File: config.mk
export PLATFORM = sky130hd
export DESIGN_NAME = my_wb_sched
export DESIGN_NICKNAME = d
export VERILOG_FILES = /design/src/rtl/my_wb_sched_pkg.sv /design/src/rtl/my_rr_arbiter.sv /design/src/rtl/my_wb_sched.sv
export SDC_FILE = /design/constraint.sdc
export NUM_CORES = 1
export LEC_CHECK = 0
export BUFFER_PORTS_ARGS = -buffer_cell sky130_fd_sc_hd__clkbuf_2
export CORE_UTILIZATION = 48
export CTS_BUF_LIST = sky130_fd_sc_hd__clkbuf_16
export CTS_CLUSTER_SIZE = 28
export DETAILED_ROUTE_END_ITERATION = 8
export PLACE_DENSITY_LB_ADDON = 0.3
export SYNTH_ARGS = -nofsm -noshare
export SYNTH_HDL_FRONTEND = slang
export SYNTH_SLANG_ARGS = --single-unit
File: constraint.sdc
create_clock -name clk -period 2.8 [get_ports clk]
set_input_delay 0.28 -clock clk [delete_from_list [all_inputs] [get_ports clk]]
set_output_delay 0.28 -clock clk [all_outputs]
set_load 0.02 [all_outputs]
File: src/rtl/my_wb_sched_pkg.sv
// Shared core constants for the writeback scheduler: data width, register
// address width, register count and the default requester count.
package my_wb_sched_pkg;

  localparam int XLEN_DEF = 32;
  localparam int REG_AW   = 5;
  localparam int NREG     = 32;
  localparam int NREQ_DEF = 3;

  typedef logic [REG_AW-1:0] reg_addr_t;

  // Width of a round-robin pointer able to index n requesters.
  function automatic int ptr_width(input int n);
    return (n > 1) ? $clog2(n) : 1;
  endfunction

  // Round-robin successor of requester k among n requesters.
  function automatic int rr_next(input int k, input int n);
    return (k + 1 >= n) ? 0 : k + 1;
  endfunction

endpackage

File: src/rtl/my_rr_arbiter.sv
// Round-robin arbiter: grants the first valid requester found when searching
// upward from i_ptr, wrapping modulo N. Purely combinational, one-hot output.
module my_rr_arbiter
  import my_wb_sched_pkg::*;
#(
  parameter int N  = NREQ_DEF,
  parameter int PW = ptr_width(N)
) (
  input  logic [N-1:0]  i_valid,
  input  logic [PW-1:0] i_ptr,
  output logic [N-1:0]  o_grant
);

  // Priority search starting at the pointer; the first hit wins.
  always_comb begin
    int   idx;
    logic found;
    o_grant = {N{1'b0}};
    found   = 1'b0;
    for (int off = 0; off < N; off++) begin
      idx = int'(i_ptr) + off;
      if (idx >= N) begin
        idx = idx - N;
      end else begin
        idx = idx + 0;
      end
      for (int k = 0; k < N; k++) begin
        if (!found && i_valid[k] && (k == idx)) begin
          o_grant[k] = 1'b1;
          found      = 1'b1;
        end else begin
          o_grant[k] = o_grant[k];
        end
      end
    end
  end

endmodule

File: src/rtl/my_wb_sched.sv
// Writeback scheduler: arbitrates NREQ writeback requesters onto a single
// registered register-file write port, and keeps a busy scoreboard of
// destination registers with pending writes to raise decode hazards.
module my_wb_sched
  import my_wb_sched_pkg::*;
#(
  parameter int NREQ = NREQ_DEF,
  parameter int XLEN = XLEN_DEF
) (
  input  logic                     clk,
  input  logic                     rst_n,
  input  logic                     issue_valid_i,
  input  logic [REG_AW-1:0]        issue_rd_i,
  input  logic                     flush_i,
  input  logic [NREQ-1:0]          req_valid_i,
  input  logic [REG_AW*NREQ-1:0]   req_addr_i,
  input  logic [XLEN*NREQ-1:0]     req_data_i,
  output logic [NREQ-1:0]          req_ready_o,
  input  logic [REG_AW-1:0]        rs1_addr_i,
  input  logic [REG_AW-1:0]        rs2_addr_i,
  output logic                     hazard_o,
  output logic                     rf_we_o,
  output logic [REG_AW-1:0]        rf_rd_addr_o,
  output logic [XLEN-1:0]          rf_rd_data_o,
  output logic [NREG-1:0]          busy_o
);

  localparam int PW = ptr_width(NREQ);

  logic [NREQ-1:0]   w_arb_valid;
  logic [NREQ-1:0]   w_grant;
  logic              w_hs;
  logic [PW-1:0]     w_sel;
  reg_addr_t         w_addr;
  logic [XLEN-1:0]   w_data;
  logic [NREG-1:0]   w_set_mask;
  logic [NREG-1:0]   w_clr_mask;
  logic [NREG-1:0]   w_busy_nxt;
  logic              w_haz_rs1;
  logic              w_haz_rs2;

  logic [NREG-1:0]   r_busy;
  logic [PW-1:0]     r_ptr;
  logic              r_we;
  reg_addr_t         r_addr;
  logic [XLEN-1:0]   r_data;

  // A flush hides every request from the arbiter so nothing is accepted.
  assign w_arb_valid = flush_i ? {NREQ{1'b0}} : req_valid_i;

  my_rr_arbiter #(
    .N  (NREQ),
    .PW (PW)
  ) u_arb (
    .i_valid (w_arb_valid),
    .i_ptr   (r_ptr),
    .o_grant (w_grant)
  );

  assign req_ready_o = w_grant;
  assign w_hs        = |w_grant;

  // Grant is one-hot, so OR-ing masked fields selects the winner's index,
  // address and data without priority logic.
  always_comb begin
    w_sel  = {PW{1'b0}};
    w_addr = {REG_AW{1'b0}};
    w_data = {XLEN{1'b0}};
    for (int k = 0; k < NREQ; k++) begin
      w_sel  = w_sel  | (PW'(k) & {PW{w_grant[k]}});
      w_addr = w_addr | (req_addr_i[REG_AW*k +: REG_AW] & {REG_AW{w_grant[k]}});
      w_data = w_data | (req_data_i[XLEN*k +: XLEN] & {XLEN{w_grant[k]}});
    end
  end

  // Scoreboard next state: flush or clear first, then the issue sets its
  // bit so a newer writer to the same register stays pending; x0 never busy.
  always_comb begin
    w_set_mask = issue_valid_i ? (NREG'(1) << issue_rd_i) : {NREG{1'b0}};
    w_clr_mask = w_hs ? (NREG'(1) << w_addr) : {NREG{1'b0}};
    if (flush_i) begin
      w_busy_nxt = w_set_mask;
    end else begin
      w_busy_nxt = (r_busy & ~w_clr_mask) | w_set_mask;
    end
    w_busy_nxt[0] = 1'b0;
  end

  // A source is hazardous while its writer is pending or its write is
  // sitting in the output register this cycle; x0 is never hazardous.
  assign w_haz_rs1 = (rs1_addr_i != {REG_AW{1'b0}}) &&
                     (r_busy[rs1_addr_i] || (r_we && (r_addr == rs1_addr_i)));
  assign w_haz_rs2 = (rs2_addr_i != {REG_AW{1'b0}}) &&
                     (r_busy[rs2_addr_i] || (r_we && (r_addr == rs2_addr_i)));
  assign hazard_o  = w_haz_rs1 || w_haz_rs2;

  // Scoreboard register.
  always_ff @(posedge clk or negedge rst_n) begin
    if (!rst_n) begin
      r_busy <= {NREG{1'b0}};
    end else begin
      r_busy <= w_busy_nxt;
    end
  end

  // Round-robin pointer moves just past the requester that was accepted.
  always_ff @(posedge clk or negedge rst_n) begin
    if (!rst_n) begin
      r_ptr <= {PW{1'b0}};
    end else if (w_hs) begin
      r_ptr <= PW'(rr_next(int'(w_sel), NREQ));
    end else begin
      r_ptr <= r_ptr;
    end
  end

  // Register-file write port: pulse one cycle after a handshake, hold
  // address and data otherwise.
  always_ff @(posedge clk or negedge rst_n) begin
    if (!rst_n) begin
      r_we   <= 1'b0;
      r_addr <= {REG_AW{1'b0}};
      r_data <= {XLEN{1'b0}};
    end else if (w_hs) begin
      r_we   <= 1'b1;
      r_addr <= w_addr;
      r_data <= w_data;
    end else begin
      r_we   <= 1'b0;
      r_addr <= r_addr;
      r_data <= r_data;
    end
  end

  assign rf_we_o      = r_we;
  assign rf_rd_addr_o = r_addr;
  assign rf_rd_data_o = r_data;
  assign busy_o       = r_busy;

endmodule

======== After elaboration in Yosys (flattened, before gate mapping) ========
Index checks and enable logic that the tools add are counted.
storage, ports and cells
  logic and storage cells ................. 108
  output and inout port bits .............. 74
  input bits .............................. 133
  register bits after elaboration ......... 71
operators by class
  reduce and logical (&&, ||, !) cells .... 38
  $add $sub $neg .......................... 6
  equal/unequal tests ..................... 8
  muxes and demuxes ....................... 29
  bitwise gates (word level) .............. 14
  magnitude comparators ................... 6
  shifts and indexed selects .............. 2
operator list
  cell                   count
  $mux 32                6
  $and 32x32->32         4
  $eq 2x32->1 const A    3
  $eq 3x32->1 const A    3
  $logic_not 32->1       3
  $or 32x32->32          3
  $ge 32x3->1 const B    2
  $shl 1x5->32 const A   2
  $sub 32x3->32 const B  2
  $not 32->32            1
  $logic_and 1x1->1      21
  $mux 1                 19
  $and 5x5->5            3
  $lt 5x6->1 const B     2
  $bmux 1 s5             2
  $eq 5x5->1             2
  $or 5x5->5             2
  $reduce_bool 5->1      2
  $logic_not 1->1        8
  $add 2x1->3 const B    2
  $add 2x2->3 const B    1
  $ge 3x2->1 const B     1
  $logic_or 1x1->1       3
  $mux 3                 1
  5 further kinds        5

======== Longest topological paths before layout ========
  depth in word-level cells ............... 45
  gate-level depth with buffers ........... 11
  depth with buffers taken out ............ 10

======== By module ========
Synthesis repeated with hierarchy kept, for this count alone.
unflattened totals
  cells, all modules ...................... 426
  area, all modules ....................... 4,184.0 um^2
by module, submodules not included
  module         area an instance (um^2)  instances  sequential area each (um^2)  cells each
  my_wb_sched    4,063.9                  1          1,776.7                      411
  my_rr_arbiter  120.1                    1          0.0                          15

======== Worst setup path before layout ========
Ideal clock, no wire load.
  kind .................................... register to register
  start point ............................. register r_ptr[1]
  end point ............................... register r_busy[3] (netlist: busy_o[3])
  buffers on the path ..................... 1
  arrival time ............................ 2.335 ns
  data required time ...................... 2.678 ns
  clock period less this slack ............ 2.456 ns
  path slack .............................. 0.344 ns
  setup time .............................. 0.122 ns
  cell stages (with the launch flop) ...... 10
  cells stage by stage .................... dfrtp_1 > inv_1 > ha_1 > nand2b_4 > a2111oi_4 > o21ai_1 > and3_4 > buf_6 > or4_1 > a32o_1
between the ends
  word-level cells in the longest chain between the ends .. 45
  elaborated cells on any way between the ends .. 73
  those cells by class .................... add/sub (5); order compare (3); eq/ne (6); shift (1); mux (21); bitwise (8); reduce/logical (29)
RTL lines
  what                                                    line                RTL
  start: declaration                                      my_wb_sched.sv:43   logic [PW-1:0] r_ptr;
  start signal: assignment                                my_wb_sched.sv:109  r_ptr <= {PW{1'b0}};
  start signal: assignment                                my_wb_sched.sv:111  r_ptr <= PW'(rr_next(int'(w_sel), NREQ));
  start signal: assignment                                my_wb_sched.sv:113  r_ptr <= r_ptr;
  branches (longest 40 deep; another with $sub 32x3->32)  -
  $mux 32 (*)                                             my_wb_sched.sv:80   w_clr_mask = w_hs ? (NREG'(1) << w_addr) : {NREG{1'b0}};
  $not 32->32 (*)                                         my_wb_sched.sv:84   w_busy_nxt = (r_busy & ~w_clr_mask) | w_set_mask;
  $and 32x32->32 (*)                                      my_wb_sched.sv:84
  $or 32x32->32 (*)                                       my_wb_sched.sv:84
  $mux 32 (*)                                             my_wb_sched.sv:81   if (flush_i) begin
  via w_busy_nxt[3]                                       my_wb_sched.sv:38   logic [NREG-1:0] w_busy_nxt;
  end signal: assignment                                  my_wb_sched.sv:100  r_busy <= {NREG{1'b0}};
  end signal: assignment                                  my_wb_sched.sv:102  r_busy <= w_busy_nxt;
  end: declaration                                        my_wb_sched.sv:42   logic [NREG-1:0] r_busy;
Mark *: on every way through the listed nets, which the timed path passes.
A chain may end at the register's enable or synchronous reset.

======== Final worst setup path ========
  start point ............................. register r_ptr[0]
  end point ............................... register r_busy[2] (netlist: busy_o[2])
The elaborated chain is that of the path after synthesis.

==> results.txt <==
The worst setup path is launched from a flop. The net total in the final layout is 812. The synthesized design contains 0 enable-type register cells. The proportion of register bits with asynchronous set or reset after synthesis is 1.00. Across the routed clock network, the largest skew measured is between 0.003 and 0.004 ns. The post-detailed-route wirelength per cell came out at around 19 um. The area occupied by multi-input gates came out at ~2600 um^2. The total I/O pin count is slightly above 200. The remaining design rule violation count is 0. The count of input and output buffers is a little over 200. The relative slew slack is 0.302. The area growth from synthesis to layout came out at 31.8%. The initial antenna violation count came out at 0. The final routed wirelength across all metal layers came out at 15000 um. The run finished with clean final reports. The first global-routing pass estimated 23000 um of wire. The setup slack of the most critical reg-to-reg path came out at roughly 0.13 ns. The clock root buffer is clkbuf_16.

The highest net fanout along the worst path is 15. The sequential element share of the synthesized area came out at 0.389. The effective utilization at floorplan came out at 0.495. The number of clock buffers added by TritonCTS is 9.

The detailed-placement wirelength estimate is ~11000 um. Across the run, the number of max-cap violations was 0. The critical path class is reg -> reg. The number of hold buffers added after CTS came out at 0. The worst setup path is captured at a flop. TritonCTS built the clock tree. The die height came out at around 100 um. Summed over all layers, the global routing overflow is 0. The standard cell core area came out at just over 9000 um^2.

The final count of hold timing violations came out at 0. The worst-skew pair later-pin latency came out at ~0.32 ns. The average footprint of a synthesized cell came out at a little over 9 um^2. The via count of the first global-routing pass is 4601. The width of the die is roughly 100 um.

The dominant register cell in the synthesized netlist is dfrtp_1. The first-pass iteration count of the detailed router is 6. The die outline area is 9910 um^2. The final antenna-violating net count came out at 0. Entering global routing, the biggest net connects 54 pins. Synthesis handed over a netlist of a little under 500 instances. Setup violations remaining at the end of the flow were counted as 0. The worst setup path startpoint is r_ptr[0]. The maximum number of buffers from clock root to sink is 2. After synthesis, the netlist uses 55 different library cells.

In this run the critical register-to-register path is launched from r_ptr[0]. The number of diodes added for antenna fixing came out at 0. The number of slew-limit violations in the final report is 0. The period utilization came out at 0.955. The time the worst path needs with I/O delays and setup came out at about 2.7 ns. The post-synthesis register bit count is just over 70. The number of DRC markers after the initial detailed-route iteration is 598.

The final estimated routing congestion in global placement is a little under 0.9. Derived from the worst setup path, the maximum achievable clock frequency is approximately 370 MHz. The setup TNS came out at 0 ns. The total power density per cell area is 983 nW/um^2.

The total area of sequential cells came out at about 1800 um^2. The floorplan has 35 rows. The average vias per placed instance came out at a little over 6.

The depth of the most critical reg-to-reg path is 9. The clock-pin slew on the worst setup and hold paths is about 0.06 ns. The slew of the pin with the lowest slew margin came out at around 1.0 ns. The via count is between 4000 and 5000.

The class of the tightest hold or removal check is in -> async. Fill cells in the final layout number 753. The H-tree was split into 3 levels.

In the final layout, the share of cells above drive strength 1 is 0.393. The synthesized netlist occupies a cell area of between 4000 and 5000 um^2. The total track usage is 0.298.

The leakage power total is 2.90 nW. The clock sink count came out at 71. For the worst setup path, the data required time is roughly 3 ns. The final standard cell utilization of the core came out at 0.652.

Data arrives at the worst endpoint at 2.86 ns. The terminus of the critical flop-to-flop path is busy_o[2]. The count of warnings emitted by yosys is 0. The maximum vdd drop came out at approximately 0.70 mV. The number of nets produced by synthesis came out at 624.
[registers in the layout (all words and copies together) (netlist names)]
| register | cells |
|---|---|
| rf_rd_data_o | 32 |
| rf_we_o | 1 |
| rf_rd_addr_o | 5 |
| r_ptr | 2 |
| busy_o | 31 |
[Yosys cell counts (all sizes together), types with 3 or more instances]
cell type   n  share of area
and3        6         0.0093
nor2b      25          0.034
clkbuf     27          0.022
nor3        5         0.0066
nand3      29          0.032
inv         9         0.0074
a32o        4         0.0088
buf        14          0.018
nor3b       6         0.0099
xor2        8          0.015
dfrtp      71           0.39
and3b       4         0.0077
or4         4         0.0066
a21oi      36          0.039
a31o        4         0.0077
mux2        3         0.0074
mux4       15          0.074
a221o       3         0.0066
a221oi      3          0.012
o21ai      28          0.031
nand2      52          0.043
o211ai      7          0.012
nor2       43          0.036
a222oi     32          0.070
mux2i       4         0.0088
nand2b      3         0.0057
o31ai      22          0.036
[through the flow]
stage	cells	cell area, um^2	hold WS [ns]	total power, mW	setup WS, ns
after global placement	794	5690	0.411	4.63	0.213
after floorplan	489	4570	-0.0156	3.72	0.344
after global routing	811	6020	0.119	6.27	-0.0116
final	811	6020	0.0471	5.92	0.126
after detailed placement	794	5690	0.426	4.73	0.139
after CTS	810	5990	0.0752	5.88	0.00126
[worst max path at each step]
stage	end	slack, ns
after detailed placement	busy_o[1]	0.14
final	busy_o[2]	0.13
after floorplan	busy_o[3]	0.34
after global placement	busy_o[5]	0.21
after CTS	req_ready_o[0]	0.001
after global routing	busy_o[1]	-0.01
[critical path, cell delays in order, from the launching register on]
cell and delay, ns:
dfrtp_1 0.38, inv_1 0.08, ha_2 0.30, nor2b_1 0.14, a211o_1 0.29, nand2_1 0.13
inv_2 0.11, a221o_1 0.56, o31ai_1 0.39, nand3_1 0.15
[where the power goes]
group,switching [mW],leakage [nW],internal [mW]
combinational,1.89,1.85,1.13
sequential,0.335,0.897,1.44
clock,0.438,0.150,0.690
[layout make-up]
class                      instances  area share
clock inverter                     7      0.0118
clock buffer                       9      0.0374
tap                              129      0.0268
inverter                           9     0.00603
multi-input combinational        368       0.431
timing repair buffer             218       0.192
sequential                        71       0.295
[kinds of logic (layout without fill, tap and decap cells)]
family / after synthesis / count (layout) / synth area share
buffers and inverters: 50 / 243 / 0.0474
and+or+nand+nor: 184 / 184 / 0.200
muxes: 22 / 22 / 0.0901
AOI/OAI and AO/OA: 149 / 149 / 0.248
DFF: 71 / 71 / 0.389
adders and majority gates: 2 / 2 / 0.00548
other: 1 / 1 / 0.000821
xor gates and xnor gates: 10 / 10 / 0.0192
[per-layer routing]
| layer | share of wire | wire, um | track usage |
|---|---|---|---|
| met1 | 0.40 | 6070 | 0.396 |
| met5 | 0 | 0 | 0 |
| met2 | 0.49 | 7320 | 0.492 |
| met3 | 0.091 | 1370 | 0.0696 |
| met4 | 0.017 | 261 | 0.0814 |
[what timing repair did]
| action | CTS | global route |
|---|---|---|
| resized for setup | 0 | 7 |
| endpoints found under the setup margin | 0 | 20 |
| setup buffers | 0 | 1 |
[cell usage in the layout, fill, tap and decap left out, types with 6 or more instances in the layout]
cell	netlist	final
a222oi_1	32	32
mux4_2	15	15
buf_4	1	10
a21oi_1	36	36
o31ai_1	22	22
o211ai_1	7	7
nand3_1	29	29
nor3b_1	6	6
nor2_1	42	42
nor2b_1	25	25
clkbuf_16	0	9
o21ai_0	26	26
nand2_1	52	52
dfrtp_1	71	71
xor2_1	8	8
clkbuf_2	0	204
(Power assumes the default switching activity.)
